--- src/rtl/regfile_pkg.sv ---
// Shared constants for the register-file writeback path.
// Holds width defaults and port-index encoding.
package regfile_pkg;

    localparam int DATA_W_DEF = 32;
    localparam int ADDR_W_DEF = 5;
    localparam int NUM_REGS   = 32;

    typedef logic port_t;

    localparam port_t PORT_A = 1'b0;
    localparam port_t PORT_B = 1'b1;

endpackage

--- src/rtl/reg_wb_arbiter_if.sv ---
// Writeback bus: two requester ports plus the register-heap write port.
// The arbiter uses the slave view; requesters and the heap use the master view.
interface reg_wb_arbiter_if
    import regfile_pkg::*;
#(
    parameter int DATA_W = DATA_W_DEF,
    parameter int ADDR_W = ADDR_W_DEF
);

    logic              a_valid;
    logic              a_ready;
    logic [ADDR_W-1:0] a_rd;
    logic [DATA_W-1:0] a_data;

    logic              b_valid;
    logic              b_ready;
    logic [ADDR_W-1:0] b_rd;
    logic [DATA_W-1:0] b_data;

    logic [ADDR_W-1:0] rd;
    logic [DATA_W-1:0] W;
    logic              s_write;
    logic [31:0]       pending;

    modport slave (
        input  a_valid, a_rd, a_data,
        input  b_valid, b_rd, b_data,
        output a_ready, b_ready,
        output rd, W, s_write, pending
    );

    modport master (
        output a_valid, a_rd, a_data,
        output b_valid, b_rd, b_data,
        input  a_ready, b_ready,
        input  rd, W, s_write, pending
    );

endinterface

--- src/rtl/wb_hold_slot.sv ---
// One-entry holding register for a writeback port.
// Loads on transfer, empties on grant unless reloaded in the same cycle.
module wb_hold_slot
    import regfile_pkg::*;
#(
    parameter int DATA_W = DATA_W_DEF,
    parameter int ADDR_W = ADDR_W_DEF
) (
    input  logic              clk,
    input  logic              clr,
    input  logic              load_i,
    input  logic              grant_i,
    input  logic [ADDR_W-1:0] addr_i,
    input  logic [DATA_W-1:0] data_i,
    output logic              full_o,
    output logic [ADDR_W-1:0] addr_o,
    output logic [DATA_W-1:0] data_o
);

    logic              full_q, full_d;
    logic [ADDR_W-1:0] addr_q, addr_d;
    logic [DATA_W-1:0] data_q, data_d;

    // Next entry: a new transfer wins over the grant-driven clear.
    always_comb begin
        full_d = load_i | (full_q & ~grant_i);
        addr_d = load_i ? addr_i : addr_q;
        data_d = load_i ? data_i : data_q;
    end

    // Entry state; clr drops the entry at once.
    always_ff @(posedge clk or posedge clr) begin
        if (clr) begin
            full_q <= 1'b0;
            addr_q <= '0;
            data_q <= '0;
        end else begin
            full_q <= full_d;
            addr_q <= addr_d;
            data_q <= data_d;
        end
    end

    assign full_o = full_q;
    assign addr_o = addr_q;
    assign data_o = data_q;

endmodule

--- src/rtl/reg_wb_arbiter.sv ---
// Two-port writeback arbiter in front of the register heap.
// Age ordering on same-address hazards, round-robin otherwise.
module reg_wb_arbiter
    import regfile_pkg::*;
#(
    parameter int DATA_W = DATA_W_DEF,
    parameter int ADDR_W = ADDR_W_DEF
) (
    input  logic                 clk,
    input  logic                 clr,
    reg_wb_arbiter_if.slave      bus
);

    logic              a_full, b_full;
    logic [ADDR_W-1:0] a_addr, b_addr;
    logic [DATA_W-1:0] a_dat, b_dat;
    logic              a_load, b_load;
    logic              grant_a, grant_b;
    logic              a_nx, b_nx;
    port_t             pick;
    port_t             older_q, older_d;
    port_t             rr_q, rr_d;
    logic [31:0]       pend;

    assign a_load = bus.a_valid & bus.a_ready;
    assign b_load = bus.b_valid & bus.b_ready;

    assign bus.a_ready = ~a_full | grant_a;
    assign bus.b_ready = ~b_full | grant_b;

    wb_hold_slot #(.DATA_W(DATA_W), .ADDR_W(ADDR_W)) u_slot_a (
        .clk(clk), .clr(clr),
        .load_i(a_load), .grant_i(grant_a),
        .addr_i(bus.a_rd), .data_i(bus.a_data),
        .full_o(a_full), .addr_o(a_addr), .data_o(a_dat)
    );

    wb_hold_slot #(.DATA_W(DATA_W), .ADDR_W(ADDR_W)) u_slot_b (
        .clk(clk), .clr(clr),
        .load_i(b_load), .grant_i(grant_b),
        .addr_i(bus.b_rd), .data_i(bus.b_data),
        .full_o(b_full), .addr_o(b_addr), .data_o(b_dat)
    );

    // Pick one full entry: older first on a real same-register clash.
    always_comb begin
        grant_a = 1'b0;
        grant_b = 1'b0;
        pick    = rr_q;
        if (a_full && b_full) begin
            if (a_addr == b_addr && a_addr != '0) pick = older_q;
            grant_a = (pick == PORT_A);
            grant_b = (pick == PORT_B);
        end else begin
            grant_a = a_full;
            grant_b = b_full;
        end
    end

    // Heap write port from the granted entry; register 0 is never written.
    always_comb begin
        bus.rd      = '0;
        bus.W       = '0;
        bus.s_write = 1'b0;
        unique case (1'b1)
            grant_a: begin
                bus.rd      = a_addr;
                bus.W       = a_dat;
                bus.s_write = (a_addr != '0);
            end
            grant_b: begin
                bus.rd      = b_addr;
                bus.W       = b_dat;
                bus.s_write = (b_addr != '0);
            end
            default: ;
        endcase
    end

    // Age and pointer update; a same-edge pair counts A as older.
    always_comb begin
        a_nx    = a_load | (a_full & ~grant_a);
        b_nx    = b_load | (b_full & ~grant_b);
        older_d = older_q;
        rr_d    = rr_q;
        if (a_nx && b_nx) begin
            if (a_load && !b_load)      older_d = PORT_B;
            else if (b_load)            older_d = PORT_A;
        end
        if (a_full && b_full)
            rr_d = grant_a ? PORT_B : PORT_A;
    end

    // Arbitration state, cleared to favour A.
    always_ff @(posedge clk or posedge clr) begin
        if (clr) begin
            older_q <= PORT_A;
            rr_q    <= PORT_A;
        end else begin
            older_q <= older_d;
            rr_q    <= rr_d;
        end
    end

    // Scoreboard bits for every held, unissued nonzero destination.
    always_comb begin
        pend = '0;
        for (int i = 1; i < NUM_REGS; i++) begin
            if (a_full && int'(a_addr) == i) pend[i] = 1'b1;
            if (b_full && int'(b_addr) == i) pend[i] = 1'b1;
        end
    end

    assign bus.pending = pend;

endmodule
--- src/flat_wrapper.sv ---
// flat-port wrapper written by rule: the top's interface ports become plain ports
module reg_wb_arbiter_flat import regfile_pkg::*;
#(
    parameter int DATA_W = DATA_W_DEF,
    parameter int ADDR_W = ADDR_W_DEF
)
  (clk, clr, bus_a_valid, bus_a_rd, bus_a_data, bus_b_valid, bus_b_rd, bus_b_data, bus_a_ready, bus_b_ready, bus_rd, bus_W, bus_s_write, bus_pending);
  reg_wb_arbiter_if #(.DATA_W(DATA_W), .ADDR_W(ADDR_W)) bus_i ();
  input  logic clk;
  input  logic clr;
  input wire logic [$bits(bus_i.a_valid)-1:0] bus_a_valid;
  input wire logic [$bits(bus_i.a_rd)-1:0] bus_a_rd;
  input wire logic [$bits(bus_i.a_data)-1:0] bus_a_data;
  input wire logic [$bits(bus_i.b_valid)-1:0] bus_b_valid;
  input wire logic [$bits(bus_i.b_rd)-1:0] bus_b_rd;
  input wire logic [$bits(bus_i.b_data)-1:0] bus_b_data;
  output wire logic [$bits(bus_i.a_ready)-1:0] bus_a_ready;
  output wire logic [$bits(bus_i.b_ready)-1:0] bus_b_ready;
  output wire logic [$bits(bus_i.rd)-1:0] bus_rd;
  output wire logic [$bits(bus_i.W)-1:0] bus_W;
  output wire logic [$bits(bus_i.s_write)-1:0] bus_s_write;
  output wire logic [$bits(bus_i.pending)-1:0] bus_pending;
  assign bus_i.a_valid = bus_a_valid;
  assign bus_i.a_rd = bus_a_rd;
  assign bus_i.a_data = bus_a_data;
  assign bus_i.b_valid = bus_b_valid;
  assign bus_i.b_rd = bus_b_rd;
  assign bus_i.b_data = bus_b_data;
  assign bus_a_ready = bus_i.a_ready;
  assign bus_b_ready = bus_i.b_ready;
  assign bus_rd = bus_i.rd;
  assign bus_W = bus_i.W;
  assign bus_s_write = bus_i.s_write;
  assign bus_pending = bus_i.pending;
  reg_wb_arbiter #(.DATA_W(DATA_W), .ADDR_W(ADDR_W)) u_core (.clk(clk), .clr(clr), .bus(bus_i));
endmodule
--- config.mk ---
export PLATFORM = sky130hd
export DESIGN_NAME = reg_wb_arbiter_flat
export DESIGN_NICKNAME = d
export VERILOG_FILES = /design/src/rtl/regfile_pkg.sv /design/src/rtl/reg_wb_arbiter_if.sv /design/src/rtl/wb_hold_slot.sv /design/src/rtl/reg_wb_arbiter.sv /design/src/flat_wrapper.sv
export SDC_FILE = /design/constraint.sdc
export NUM_CORES = 1
export LEC_CHECK = 0
export CAP_MARGIN = 30
export CORE_UTILIZATION = 41
export CTS_CLUSTER_SIZE = 16
export DETAILED_ROUTE_END_ITERATION = 7
export GPL_TIMING_DRIVEN = 0
export PLACE_DENSITY_LB_ADDON = 0.2
export SLEW_MARGIN = 20
export SYNTH_ARGS = -nofsm -noshare
export SYNTH_HDL_FRONTEND = slang
export SYNTH_SLANG_ARGS = --single-unit
--- constraint.sdc ---
create_clock -name clk -period 2.3 [get_ports clk]
set_clock_uncertainty 0.15 [all_clocks]
set_input_delay 0.23 -clock clk [delete_from_list [all_inputs] [get_ports clk]]
set_output_delay 0.23 -clock clk [all_outputs]
set_load 0.005 [all_outputs]
Word level (Yosys, flattened, before mapping). Cells that the tools add are included.

Register bits after elaboration: 78. Bits of input ports: 78. Output and inout bits: 72. Logic and storage cells: 227.

Equality and inequality tests: 63. Mux-type cells: 72. Bitwise gates (word level): 13. Reduce and logical (&&, ||, !) cells: 71.

Operators by type and width (count): $eq A5 B5 Y1 const B (32); $eq A5 B4 Y1 const B (16); $mux W1 (69); $logic_and A1 B1 Y1 (66); $pmux W32 S2 (1); $eq A5 B3 Y1 const B (8); $eq A5 B2 Y1 const B (4); $eq A5 B1 Y1 const B (2); $pmux W5 S2 (1); $reduce_bool A5 Y1 (2); $eq A5 B5 Y1 (1); $not A1 Y1 (5); $and A1 B1 Y1 (4); $or A1 B1 Y1 (4); $pmux W1 S2 (1); $reduce_and A2 Y1 (1); $reduce_bool A2 Y1 (1); $logic_not A1 Y1 (1).

Depth between registers and ports, before layout. Gate-level depths: netlist of run 1.

Depth in word-level cells: 11. Gate-level depth with buffers: 8. Gate-level depth less buffers: 5.

Modules after synthesis. Synthesis of run 1 repeated with hierarchy kept, for this count alone.

Cells, all modules: 331. Area total of the unflattened synthesis: 4149.0 µm².

Modules (own cells, without submodules): wb_hold_slot (times used 2, cells an instance 82, area each 1492.7 µm², seq. area each 950.9 µm²); reg_wb_arbiter (times used 1, cells an instance 167, area each 1163.6 µm², seq. area each 50.0 µm²).

Worst setup path before layout of run 1. Ideal clock, no wire load.

Kind: register to output. Start point: reg u_core.u_slot_a.addr_q[3] (netlist: u_core.u_slot_a.addr_o[3]). End point: out bus_W[11]. Data arrival time: 2.019 ns. Data required time: 1.920 ns. Slack: -0.099 ns. Cell stages (with the launch flop): 9. Buffers on the path: 3. Cells stage by stage: dfrtp_1 > buf_6 > xor2_1 > a211o_4 > nor2_8 > mux2_2 > buf_4 > buf_2 > a32o_1.

Word-level cells in the longest chain between the ends: 7. Elaborated cells on any way between the ends: 9. Those cells by class: 1 x eq/ne; 5 x mux; 1 x bitwise; 2 x reduce/logical.

RTL lines: from (decl) (line wb_hold_slot.sv:21) `logic [ADDR_W-1:0] addr_q, addr_d;`; from (signal assigned) (line wb_hold_slot.sv:39) `addr_q <= addr_d;`; $eq A5 B5 Y1 / $reduce_bool A5 Y1 (equally long branches) (line reg_wb_arbiter.sv:51) `if (a_addr == b_addr && a_addr != '0) pick = older_q;`; $logic_and A1 B1 Y1 (*) (line reg_wb_arbiter.sv:51); $mux W1 (*) (line reg_wb_arbiter.sv:51); $mux W1 (*) (line reg_wb_arbiter.sv:50) `if (a_full && b_full) begin`; $not A1 Y1 (line reg_wb_arbiter.sv:52) `grant_a = (pick == PORT_A);`; $mux W1 (line reg_wb_arbiter.sv:50); $pmux W32 S2 (*) (line reg_wb_arbiter.sv:65) `unique case (1'b1)`; to (decl) (line flat_wrapper.sv:20) `output wire logic [$bits(bus_i.W)-1:0] bus_W;`.

Mark *: on every way between the ends. The rest lies on a longest branch, timed or not. The select of a mux whose other input is x is not followed.

Worst setup path in the final report of run 1.
Start point: reg u_core.u_slot_b.addr_q[4] (netlist: u_core.u_slot_b.addr_o[4]). End point: out bus_W[29].

Word-level cells in the longest chain between the ends: 7. Elaborated cells on any way between the ends: 8. Those cells by class: 1 x eq/ne; 5 x mux; 1 x bitwise; 1 x reduce/logical.

RTL lines (line): from (decl) (wb_hold_slot.sv:21); from (signal assigned) (wb_hold_slot.sv:39); $eq A5 B5 Y1 (*) (reg_wb_arbiter.sv:51); $logic_and A1 B1 Y1 (*) (reg_wb_arbiter.sv:51); $mux W1 (*) (reg_wb_arbiter.sv:51); $mux W1 (*) (reg_wb_arbiter.sv:50); $not A1 Y1 (reg_wb_arbiter.sv:52); $mux W1 (reg_wb_arbiter.sv:50); $pmux W32 S2 (*) (reg_wb_arbiter.sv:65).

Marks and branches as above.

==> results by group, run 1 <==
Outcome
  – Status: complete, but fails checks
  – Failing checks: negative setup slack

Timing
  – Setup slack after layout: -543 ps
  – Pins Over Slew Limit: 0
  – # setup viols final: 114
  – Sum Neg Setup Slack: -47,460 ps
  – Worst slew pin tran: 630 ps
  – Final min period: 2840 ps
  – Maximum clock frequency: 352 MHz
  – Relative slew slack: 58.0%
  – Fin crit share: 124%
  – Final hold violation count: 0
  – Unrepaired setup endpoints after global routing: yes

Power
  – LEAKAGE: 0.00318 uW
  – Total power: 7970 uW
  – Pwr Density: 1140 nW/um^2
  – VDD IR max: 0.000569 V

Global route
  – Met3 usage in global routing: 7.61%
  – Total gr overflow: 0
  – Largest net degree at the start of global routing: 34
  – GR Util met2: 41.5%
  – First-pass GRT wire length: 21,400 um
  – Initial antenna violation count: 0
  – All-Layer GR Usage: 25.4%
  – Vias in the first global route: 3,927
  – GR Util met1: 32.6%
  – Most Crowded Layer GR: met2

Clock tree
  – Worst-path clk slew: 80 ps
  – Clock Tree Buf Depth: 2
  – CTS tree: built
  – Hold buffers post-CTS: 0
  – Inserted Clock Buffers: 9
  – Root buffer cell: clkbuf_8
  – Clk_lat worst skew: 350 ps
  – H-tree Lvls: 3
  – Clk sinks: 78

Place
  – RD Place Congestion: 0.840
  – Pre-CTS WS: -830 ps
  – DP Area: 5960 um^2
  – Number of port buffers: 148
  – Hpwl dp: 8400 um

Flow run
  – Maximum Capacitance Violations: 0

Route
  – Residual DRC: 0
  – Routed WL: 13,900 um
  – Routed wire per std cell: 20.2 um
  – First-pass DRT Iterations: 4
  – Vias per cell: 5.60
  – Vias: 3,838
  – Final antenna-violating net count: 0
  – Starting DRT DRC Count: 203

Finish
  – Fraction of layout cells with a size suffix above 1: 51.1%
  – Design Area, Final: 6980 um^2
  – NumNets Final: 625
  – Antenna Cells: 0
  – Fillcell total: 687
  – Area Growth Syn to Fin: 64.4%

Synthesis
  – Post-synth ARST share: 100%
  – Post-synth EDFFs: 0
  – Mapped cell area: 4240 um^2
  – Average size of a mapped cell: 12.8 um^2
  – Register area share after synthesis: 46.0%
  – Library cells used by synthesis: 41
  – Synth Instances: 332
  – #FFs+latches synth: 78
  – Main synth FF type: dfrtp_1
  – Post-Syn Nets: 410
  – Ys Warns: 0

Floorplanning
  – Starting Density: 42.8%
  – # rows: 36
  – Core area: 9910 um^2
  – Die H: 104 um
  – Num ports: 150
  – Die Span X: 104 um
  – Die area: 10,800 um^2

Critical path
  – CP top delay family: compound AO/OA/AOI/OAI gates
  – Worst path max stage delay: 420 ps
  – Crit path max-delay cell type: dfrtp_1
  – Crit Path Class: reg2out
  – Req. time, crit path: 1920 ps
  – Crit path cell chain: xor2_2, a211o_4, nor2_8, mux2_4, buf_12, buf_16, a32o_1, buf_2
  – Peak fanout along the critical path: 6
  – CP Data Arrival Time: 2460 ps
  – CP endpoint kind: output pin
  – CP Launch Type: flop
  – CP bufs+invs: 3

Min path
  – Hold Crit Class: in2async
cell type report:
class                      count  area [um^2]  area share, %
clock buffer                   9          124           1.78
multi-input combinational    221         2410           34.5
timing repair buffer         212         1990           28.6
buffer                        22          253           3.62
tap                          133          166           2.39
clock inverter                 7         57.6          0.825
sequential                    78         1960           28.1
inverter                       3         18.8          0.269
state kept, by name (all words and copies together), names as in the netlist:
name,cells
u_core.older_q,1
u_core.rr_q,1
u_core.u_slot_a.addr_o,5
u_core.u_slot_a.data_o,32
u_core.u_slot_a.full_o,1
u_core.u_slot_b.addr_o,5
u_core.u_slot_b.data_o,32
u_core.u_slot_b.full_o,1
cells in the mapped netlist (2+ instances only):
| cell | number | share of area [%] |
|---|---|---|
| buf_2 | 4 | 0.47 |
| dfrtp_1 | 78 | 46 |
| xor2_1 | 2 | 0.41 |
| o21ai_0 | 5 | 0.59 |
| o22ai_1 | 31 | 4.6 |
| nor2b_1 | 4 | 0.59 |
| mux2_4 | 30 | 11 |
| nand2b_1 | 7 | 1.0 |
| buf_6 | 8 | 2.1 |
| or2_2 | 2 | 0.29 |
| a32o_1 | 38 | 9.0 |
| mux2_1 | 30 | 8.0 |
| nand4b_1 | 2 | 0.41 |
| or3_1 | 5 | 0.74 |
| nand2_1 | 16 | 1.4 |
| nor2_1 | 5 | 0.44 |
| xnor2_1 | 3 | 0.62 |
| buf_12 | 3 | 1.4 |
| clkbuf_1 | 12 | 1.1 |
| mux2_2 | 17 | 4.5 |
| inv_1 | 3 | 0.27 |
| nand3_1 | 6 | 0.71 |
| buf_4 | 3 | 0.53 |
worst paths after layout:
path	cells after the start	startpoint	end	slack [ps]
worst max register to register	12	u_core.u_slot_b.addr_o[4]$_DFFE_PP0P_	u_core.u_slot_b.addr_o[4]$_DFFE_PP0P_	-440
min in group clk	2	bus_a_data[11]	u_core.u_slot_a.data_o[11]$_DFFE_PP0P_	330
max in group asynchronous	4	clr	u_core.u_slot_a.addr_o[4]$_DFFE_PP0P_	1220
worst min register to register	1	u_core.u_slot_a.data_o[26]$_DFFE_PP0P_	u_core.u_slot_a.data_o[26]$_DFFE_PP0P_	370
worst max-delay path	8	u_core.u_slot_b.addr_o[4]$_DFFE_PP0P_	bus_W[29]	-540
worst min-delay path	2	clr	u_core.u_slot_a.data_o[4]$_DFFE_PP0P_	50
cell usage in the layout, fill, tap and decap left out, types with 4 or more instances in the layout:
cell type / instances
clkdlybuf4s50_1: 77
dfrtp_1: 73
mux2_4: 71
buf_2: 45
a32o_1: 35
buf_4: 30
buf_6: 23
o22ai_1: 19
buf_12: 16
nand2_1: 15
o22ai_2: 12
clkbuf_2: 10
buf_8: 9
clkbuf_8: 9
dlygate4sd2_1: 9
mux2_2: 7
nor2_1: 5
dfrtp_2: 5
o21ai_0: 4
nand3_1: 4
clkbuf_1: 4
clkinvlp_4: 4
nand2b_1: 4
or3_4: 4
stage by stage:
| stage | hold slack, ps | std cells | utilization (%) |
|---|---|---|---|
| after detailed placement | 326 | 615 | 60.2 |
| after floorplan | 180 | 332 | - |
| after CTS | 48.4 | 675 | 68.8 |
| after global placement | 318 | 613 | 59.7 |
| final | 47.4 | 685 | 70.4 |
| after global routing | 73.4 | 685 | 70.4 |
cell families after synthesis:
family | after synthesis | synth area share, %
xor+xnor | 5 | 1.03
mux | 79 | 23.9
flops | 78 | 46.0
simple gates | 56 | 7.79
compound gates | 79 | 15.2
buf+inv | 34 | 5.99
other cells | 1 | 0.0884
power breakdown:
group	total, uW	internal, uW	leakage [uW]	switching [uW]
sequential	2200	1850	0.000905	348
clock	971	407	0.0000881	565
combinational	4800	2820	0.00219	1980
routing by layer:
metal / wire length, um / up-vias
li1: - / 1710
met4: 265 / 0
met3: 1090 / 31
met1: 5760 / 1904
met2: 6730 / 193
met5: 0 / -
what timing repair did:
action / CTS / global route
pin swaps: 26 / 26
cloned: 7 / 0
setup buffers: 42 / 18
setup endpoints to repair: 138 / 135
resized for setup: 314 / 78
No activity file was read; power rests on OpenSTA's default activity.
==> run 2: changes to the inputs <==
- CORE_UTILIZATION: 41 -> 30
==> results by group, run 2 (same netlist as run 1, synthesis figures left out) <==
Finish
  – Fillcell total: 1,171
  – Antenna Cells: 0
  – NumNets Final: 653
  – Area Growth Syn to Fin: 79.2%
  – Fraction of layout cells with a size suffix above 1: 56.0%
  – Most frequent cells in the layout: clkdlybuf4s50_1, dfrtp_1, mux2_4
  – Most common cell after layout, fill and taps aside: clkdlybuf4s50_1
  – Share of the core filled with cells: 55.0%

Clock tree
  – H-tree Lvls: 3
  – CTS tree: built
  – Clk sinks: 78
  – Clock Tree Buf Depth: 2
  – Worst-path clk slew: 60 ps
  – Inserted Clock Buffers: 9
  – Root buffer cell: clkbuf_16
  – Clk_lat worst skew: 340 ps

Route
  – First-pass DRT Iterations: 7
  – Vias: 3,938
  – Residual DRC: 0
  – Final antenna-violating net count: 0
  – Starting DRT DRC Count: 281
  – Vias per cell: 5.19
  – Routed WL: 15,700 um
  – Routed wire per std cell: 20.7 um

Place
  – Hpwl dp: 9270 um
  – RD Place Congestion: 0.868
  – Number of port buffers: 148

Floorplanning
  – Core area: 13,800 um^2
  – Die H: 121 um
  – Die area: 14,600 um^2
  – Num ports: 150
  – # rows: 43
  – Starting Density: 30.7%
  – Die Span X: 121 um

Critical path
  – CP endpoint kind: output pin
  – Worst path max stage delay: 440 ps
  – Crit Path Class: reg2out
  – Worst Setup SP: u_core.u_slot_b.addr_o[4]$_DFFE_PP0P_
  – R2r endpoint: u_core.u_slot_b.addr_o[0]$_DFFE_PP0P_
  – Peak fanout along the critical path: 7
  – Crit path cell chain: xor2_2, a211o_4, nor2_8, mux2_4, buf_8, buf_6, a32o_2, buf_2
  – Crit path max-delay cell type: dfrtp_2
  – Worst R2R Start: u_core.u_slot_b.addr_o[4]$_DFFE_PP0P_
  – CP Data Arrival Time: 2510 ps
  – Critical Path End: bus_W[16]
  – Req. time, crit path: 1920 ps
  – CP Launch Type: flop
  – R2R depth: 12
  – Setup slack, reg-to-reg: -420 ps

Power
  – Pwr Density: 1200 nW/um^2
  – LEAKAGE: 0.00343 uW
  – VDD IR max: 0.000632 V

Flow run
  – Maximum Capacitance Violations: 0

Timing
  – Unrepaired setup endpoints after global routing: yes
  – Pins Over Slew Limit: 0
  – Relative slew slack: 57.6%
  – Maximum clock frequency: 346 MHz
  – Setup slack after layout: -592 ps
  – Fin crit share: 126%
  – Final hold violation count: 0
  – Final min period: 2890 ps
  – Worst slew pin tran: 636 ps
  – WHS: 110 ps
  – # setup viols final: 120

Global route
  – Largest net degree at the start of global routing: 31
  – First-pass GRT wire length: 22,900 um
  – Vias in the first global route: 4,040
  – Total gr overflow: 0
  – All-Layer GR Usage: 21.1%
  – Initial antenna violation count: 0

Outcome
  – Status: complete, but fails checks
  – Failing checks: negative setup slack

Min path
  – Hold Crit Class: in2async
-- run 2: worst min-delay path by stage --
| stage | end |
|---|---|
| 2_1_floorplan | u_core.u_slot_b.full_o$_DFF_PP0_ |
| 3_3_place_gp | u_core.u_slot_b.data_o[24]$_DFFE_PP0P_ |
| 3_5_place_dp | u_core.u_slot_b.data_o[25]$_DFFE_PP0P_ |
| 4_1_cts | u_core.u_slot_b.data_o[14]$_DFFE_PP0P_ |
| 5_1_grt | u_core.u_slot_b.data_o[14]$_DFFE_PP0P_ |
| 6_report | u_core.u_slot_b.data_o[14]$_DFFE_PP0P_ |
-- run 2: metal layers --
| layer | part of all wire [%] | track usage, % | vias to the layer above |
|---|---|---|---|
| met5 | 0 | 0 | - |
| met4 | 1.8 | 6.25 | 0 |
| met3 | 8.5 | 7.28 | 19 |
| met2 | 48 | 35.5 | 184 |
| met1 | 42 | 25.2 | 1973 |
| li1 | - | - | 1762 |
-- run 2: cell type report --
type | count | area, um^2 | share of cell area (%)
Clock inverter | 5 | 58.8 | 0.774
Sequential cell | 78 | 1960 | 25.8
Timing Repair Buffer | 237 | 2280 | 30.1
Inverter | 3 | 15.0 | 0.198
Clock buffer | 10 | 239 | 3.14
Buffer | 25 | 287 | 3.77
Multi-Input combinational cell | 221 | 2530 | 33.3
Tap cell | 180 | 225 | 2.96
-- run 2: through the flow --
stage               TNS [ps]  setup WS (ps)  area, um^2  cells  total power (uW)
finish                -44110           -592        7600    759              9110
global route          -51080           -636        7600    759              9580
CTS                   -39380           -592        7160    739              8390
detailed placement    -44930           -830        6020    662              5860
global placement      -43740           -841        5980    660              5810
floorplan              -3390          -74.3        4270    332              4210
-- run 2: repair_timing --
item                                    4_1_cts  5_1_grt
hold buffers                                  0        0
cloned                                        9        1
endpoints found under the setup margin      138      132
pin swaps                                    31       21
buffers inserted                             56       25
resized for setup                           323      115
-- run 2: critical path, delay by kind of cell (launching register included) --
kind                   cells  cell delay (ps)
AO/OA/AOI/OAI              2              610
flip-flops                 1              440
XOR/XNOR                   1              200
multiplexers               1              390
buffers and inverters      3              410
AND/OR/NAND/NOR            1              100
-- run 2: power by group --
group	switching, uW	leakage [uW]	internal [uW]
clock network	601	0.000141	866
logic	2200	0.00238	3230
registers	361	0.000905	1860
==> run 3: changes to the inputs <==
--- a/config.mk
+++ b/config.mk
@@ -8,4 +8,5 @@
 export CAP_MARGIN = 30
 export CORE_UTILIZATION = 30
+export CTS_BUF_LIST = sky130_fd_sc_hd__clkbuf_4
 export CTS_CLUSTER_SIZE = 16
 export DETAILED_ROUTE_END_ITERATION = 7
==> constraint.sdc (replaced) <==
create_clock -name clk -period 2.3 [get_ports clk]
set_clock_uncertainty 0.15 [all_clocks]
set_input_delay 0.345 -clock clk [delete_from_list [all_inputs] [get_ports clk]]
set_output_delay 0.345 -clock clk [all_outputs]
set_load 0.005 [all_outputs]
==> results by group, run 3 (same netlist as run 1, synthesis figures left out) <==
Place
  – RD Place Congestion: 0.841
  – Number of port buffers: 148
  – Placed Instances: 662
  – Pre-CTS WS: -953 ps
  – Hpwl dp: 9360 um
  – DP Area: 6020 um^2

Critical path
  – R2R depth: 10
  – Req. time, crit path: 1800 ps
  – Crit path cell chain: xor2_1, a211o_4, nor2_8, mux2_4, buf_4, clkbuf_16, a32o_1, clkbuf_2
  – Crit path depth: 8
  – Peak fanout along the critical path: 6
  – CP bufs+invs: 3
  – Worst path max stage delay: 450 ps
  – CP top delay family: compound AO/OA/AOI/OAI gates
  – CP Launch Type: flop
  – CP endpoint kind: output pin
  – Crit Path Class: reg2out
  – CP Data Arrival Time: 2580 ps
  – Crit path max-delay cell type: dfrtp_2

Route
  – Vias: 3,878
  – Final antenna-violating net count: 0
  – Vias per cell: 5.21
  – Residual DRC: 0
  – First-pass DRT Iterations: 4
  – Routed WL: 15,200 um
  – Starting DRT DRC Count: 144
  – Routed wire per std cell: 20.3 um

Global route
  – Total gr overflow: 0
  – Largest net degree at the start of global routing: 33
  – Vias in the first global route: 4,011
  – First-pass GRT wire length: 22,300 um
  – All-Layer GR Usage: 20.2%
  – Initial antenna violation count: 0

Power
  – VDD IR max: 0.000446 V
  – LEAKAGE: 0.00325 uW
  – Pwr Density: 1120 nW/um^2
  – Total power: 8210 uW

Timing
  – Relative slew slack: 58.9%
  – # setup viols final: 138
  – Unrepaired setup endpoints after global routing: yes
  – Pins Over Slew Limit: 0
  – Final hold violation count: 0
  – Final min period: 3080 ps
  – Setup slack after layout: -777 ps
  – WHS: 107 ps
  – Fin crit share: 134%
  – Maximum clock frequency: 325 MHz
  – Worst slew pin tran: 617 ps

Clock tree
  – Hold buffers post-CTS: 0
  – Worst-path clk slew: 130 ps
  – H-tree Lvls: 3
  – CTS tree: built
  – Root buffer cell: clkbuf_4
  – Clk sinks: 78
  – Clock Tree Buf Depth: 2
  – Inserted Clock Buffers: 9
  – Clk_lat worst skew: 430 ps

Floorplanning
  – Die area: 14,600 um^2
  – Die H: 121 um
  – Core area: 13,800 um^2
  – Die Span X: 121 um
  – Num ports: 150
  – # rows: 43
  – Starting Density: 30.7%

Finish
  – Register area: 1960 um^2
  – Fraction of layout cells with a size suffix above 1: 57.9%
  – Final std cells w/o fill: 745
  – Area Growth Syn to Fin: 72.2%
  – Footprint of the multi-input gates: 2560 um^2
  – Antenna Cells: 0
  – Most common cell after layout, fill and taps aside: clkdlybuf4s50_1
  – Most frequent cells in the layout: clkdlybuf4s50_1, dfrtp_1, mux2_4
  – NumNets Final: 638
  – Design Area, Final: 7310 um^2
  – Fillcell total: 1,205

Min path
  – Hold Crit Class: in2async

Flow run
  – Maximum Capacitance Violations: 0

Outcome
  – Failing checks: negative setup slack
  – Status: complete, but fails checks
## run 3: cell count changes in the layout (fill, tap and decap cells not counted), moves of 6 or more
cell | before | now
clkbuf_4 | 1 | 11
buf_16 | 7 | 1
buf_6 | 41 | 29
o22ai_1 | 14 | 5
buf_12 | 14 | 21
clkbuf_16 | 10 | 3
dlygate4sd2_1 | 9 | 1
o22ai_2 | 17 | 25
clkbuf_2 | 10 | 23
## run 3: layout make-up
cell class              count  area share (%)
plain buffers              24            4.52
clock buffers              11            1.13
clock inverters             5           0.462
inverters                   3           0.257
multi-input cells         221            35.0
flip-flops and latches     78            26.8
well taps                 180            3.08
repair buffers            223            28.7
## run 3: final timing paths
check	startpoint	end	slack, ps
min in group clk	bus_a_data[8]	u_core.u_slot_a.data_o[8]$_DFFE_PP0P_	360
hold reg to reg	u_core.u_slot_a.data_o[31]$_DFFE_PP0P_	u_core.u_slot_a.data_o[31]$_DFFE_PP0P_	370
setup reg to reg	u_core.u_slot_a.addr_o[4]$_DFFE_PP0P_	u_core.u_slot_a.data_o[16]$_DFFE_PP0P_	-470
hold / removal	clr	u_core.u_slot_b.data_o[16]$_DFFE_PP0P_	110
max in group asynchronous	clr	u_core.u_slot_b.addr_o[3]$_DFFE_PP0P_	1140
setup / recovery	u_core.u_slot_a.addr_o[4]$_DFFE_PP0P_	bus_W[18]	-780
## run 3: repair_timing
action / CTS / global route
gates resized for setup: 339 / 104
endpoints found under the hold margin: 0 / 0
endpoints found under the setup margin: 138 / 145
pin swaps: 22 / 13
gates cloned: 7 / 3
buffers inserted: 40 / 30
## run 3: through the flow
| step | util, % | TNS (ps) |
|---|---|---|
| after floorplan | - | -7430 |
| after global placement | 43.2 | -54940 |
| after detailed placement | 43.5 | -51780 |
| after CTS | 50.8 | -54240 |
| after global routing | 52.8 | -70370 |
| final | 52.8 | -60360 |
## run 3: power by group
group | internal [uW] | total, uW | switching, uW
registers | 1850 | 2220 | 373
clock network | 247 | 761 | 514
logic | 3110 | 5230 | 2120
## run 3: routing by layer
metal,vias up,GRT usage (%),wire [um]
met5,-,0,0
met4,0,5.48,116
met3,13,6.02,1350
met2,164,34.4,7490
met1,1966,24.7,6200
li1,1735,-,-
==> RTL change (settings of run 1) <==
The package constant `ADDR_W_DEF` goes from 5 to 6.
--- a/src/rtl/regfile_pkg.sv
+++ b/src/rtl/regfile_pkg.sv
@@ -3,7 +3,7 @@
 package regfile_pkg;
 
     localparam int DATA_W_DEF = 32;
-    localparam int ADDR_W_DEF = 5;
+    localparam int ADDR_W_DEF = 6;
     localparam int NUM_REGS   = 32;
 
     typedef logic port_t;
Ports: changed (resized bus_a_rd, bus_b_rd and bus_rd); port bits go from 150 to 153. The function was not compared with the original's and may differ.
==> RTL change against run 1 <==
- the run still ends with setup timing left
- total power grew 1.5%
- synthesized cell count grew 1.2%
- sequential cell count grew 2
- routed wire length grew 3.2%
- critical path depth grew 1
- via count grew 0.86%
- setup slack lost 0.18 ns
- area after synthesis grew 0.27%
- design area grew 4.4%
- sequential share of layout area shrank 0.44 points
- hold slack gained 0.10 ns
- critical endpoint is now bus_W[4]
- largest power group unchanged
==> RTL change: results (changes against run 1) <==
- Dpl hpwl: 8310 µm (-1.1%)
- Fraction of layout instances using a drive strength above 1: 52.1% (+1.0 points)
- Setup slack after placement: -0.954 ns (-0.125 ns)
- Final count of negative-setup-slack endpoints: 128 (+12%)
- Outcome: finished with violations
- Synth top cells by count: dfrtp_1, mux2_4, a22o_1
- Signal arrival time at the worst endpoint: 2.64 ns (+0.18 ns)
- Final setup slack of the worst path: -0.719 ns (-0.176 ns)
- Critical Path Slowest Stage Cell: or4_4
- Drt first-iter violations: 219 (+7.9%)
- Tot GR Track Use: 25.8% (+0.40 points)
- Slew at the pin with the worst max-slew slack: 0.615 ns (-0.0153 ns)
- Number of distinct library cell variants in the gate-level netlist after synthesis: 37 (-9.8%)
- Number of filler instances in the final layout: 665 (-3.2%)
- Final net count: 645 (+3.2%)
- Routability congestion estimate from global placement: 0.854 (+1.7%)
- Number of cells in the design after placement: 622 (+1.1%)
- Sequential-to-total area share from yosys stat: 47.1% (+1.1 points)
- Port-buffer cells: 151 (+2.0%)
- Family with the most delay on the worst path: simple AND/OR/NAND/NOR gates
- Cts repair resizes: 271 (-14%)
- Pin count of the biggest net entering global routing: 29 (-15%)
- Fraction of synthesized cell area in xor and xnor cells: 1.24% (+0.20 points)
- Share of the synthesized area in compound gates (AO/OA/AOI/OAI): 13.9% (-1.3 points)
- Synth top area cells: dfrtp_1, mux2_4, mux2_2
- Static Leak: 3.43 nW (+7.6%)
- VDD IR max: 566 µV (-0.59%)
- Failing checks: setup timing
- Routed wire length per instance: 20.3 µm (+0.54%)
- Placement-stage cell area: 0.00609 mm² (+2.1%)
- Instance count of the mapped netlist: 336 (+1.2%)
## RTL change: changes by cell type after synthesis, sizes merged, moves of 5 or more
cell | before | now
a32o | 38 | 0
a22o | 0 | 39
nand2 | 16 | 21
or3 | 5 | 0
## RTL change: final timing paths
kind / cells past startpoint / slack [ns] / to / from
worst max register to register: 11 / -0.64 / u_core.u_slot_a.data_o[14]$_DFFE_PP0P_ / u_core.u_slot_a.addr_o[3]$_DFFE_PP0P_
worst max-delay path: 9 / -0.72 / bus_W[4] / u_core.u_slot_a.addr_o[3]$_DFFE_PP0P_
worst min-delay path: 2 / 0.15 / u_core.u_slot_b.data_o[25]$_DFFE_PP0P_ / clr
min in group clk: 2 / 0.33 / u_core.u_slot_b.data_o[16]$_DFFE_PP0P_ / bus_b_data[16]
max in group asynchronous: 4 / 1.08 / u_core.u_slot_b.full_o$_DFF_PP0_ / clr
worst min register to register: 1 / 0.37 / u_core.u_slot_a.data_o[0]$_DFFE_PP0P_ / u_core.u_slot_a.data_o[0]$_DFFE_PP0P_
## RTL change: per-layer routing
layer	vias up	track usage, %	routed length (µm)
li1	1707	-	-
met1	1943	31.6	5790
met2	182	44.4	7200
met3	39	6.14	866
met4	0	8.78	431
met5	-	0	0
## RTL change: cell type report
cell class | count | area [µm²] | share of cell area, %
Timing Repair Buffer | 224 | 2180 | 30.0
Clock buffer | 11 | 141 | 1.94
Buffer | 21 | 287 | 3.93
Clock inverter | 5 | 104 | 1.43
Multi-Input combinational cell | 227 | 2380 | 32.7
Tap cell | 133 | 166 | 2.29
Sequential cell | 80 | 2010 | 27.6
Inverter | 2 | 11.3 | 0.155
## RTL change: report_power, final
part | switching [mW] | internal (mW)
Clock | 0.532 | 0.752
Sequential | 0.401 | 1.89
Combinational | 1.81 | 2.71
Total | 2.75 | 5.34
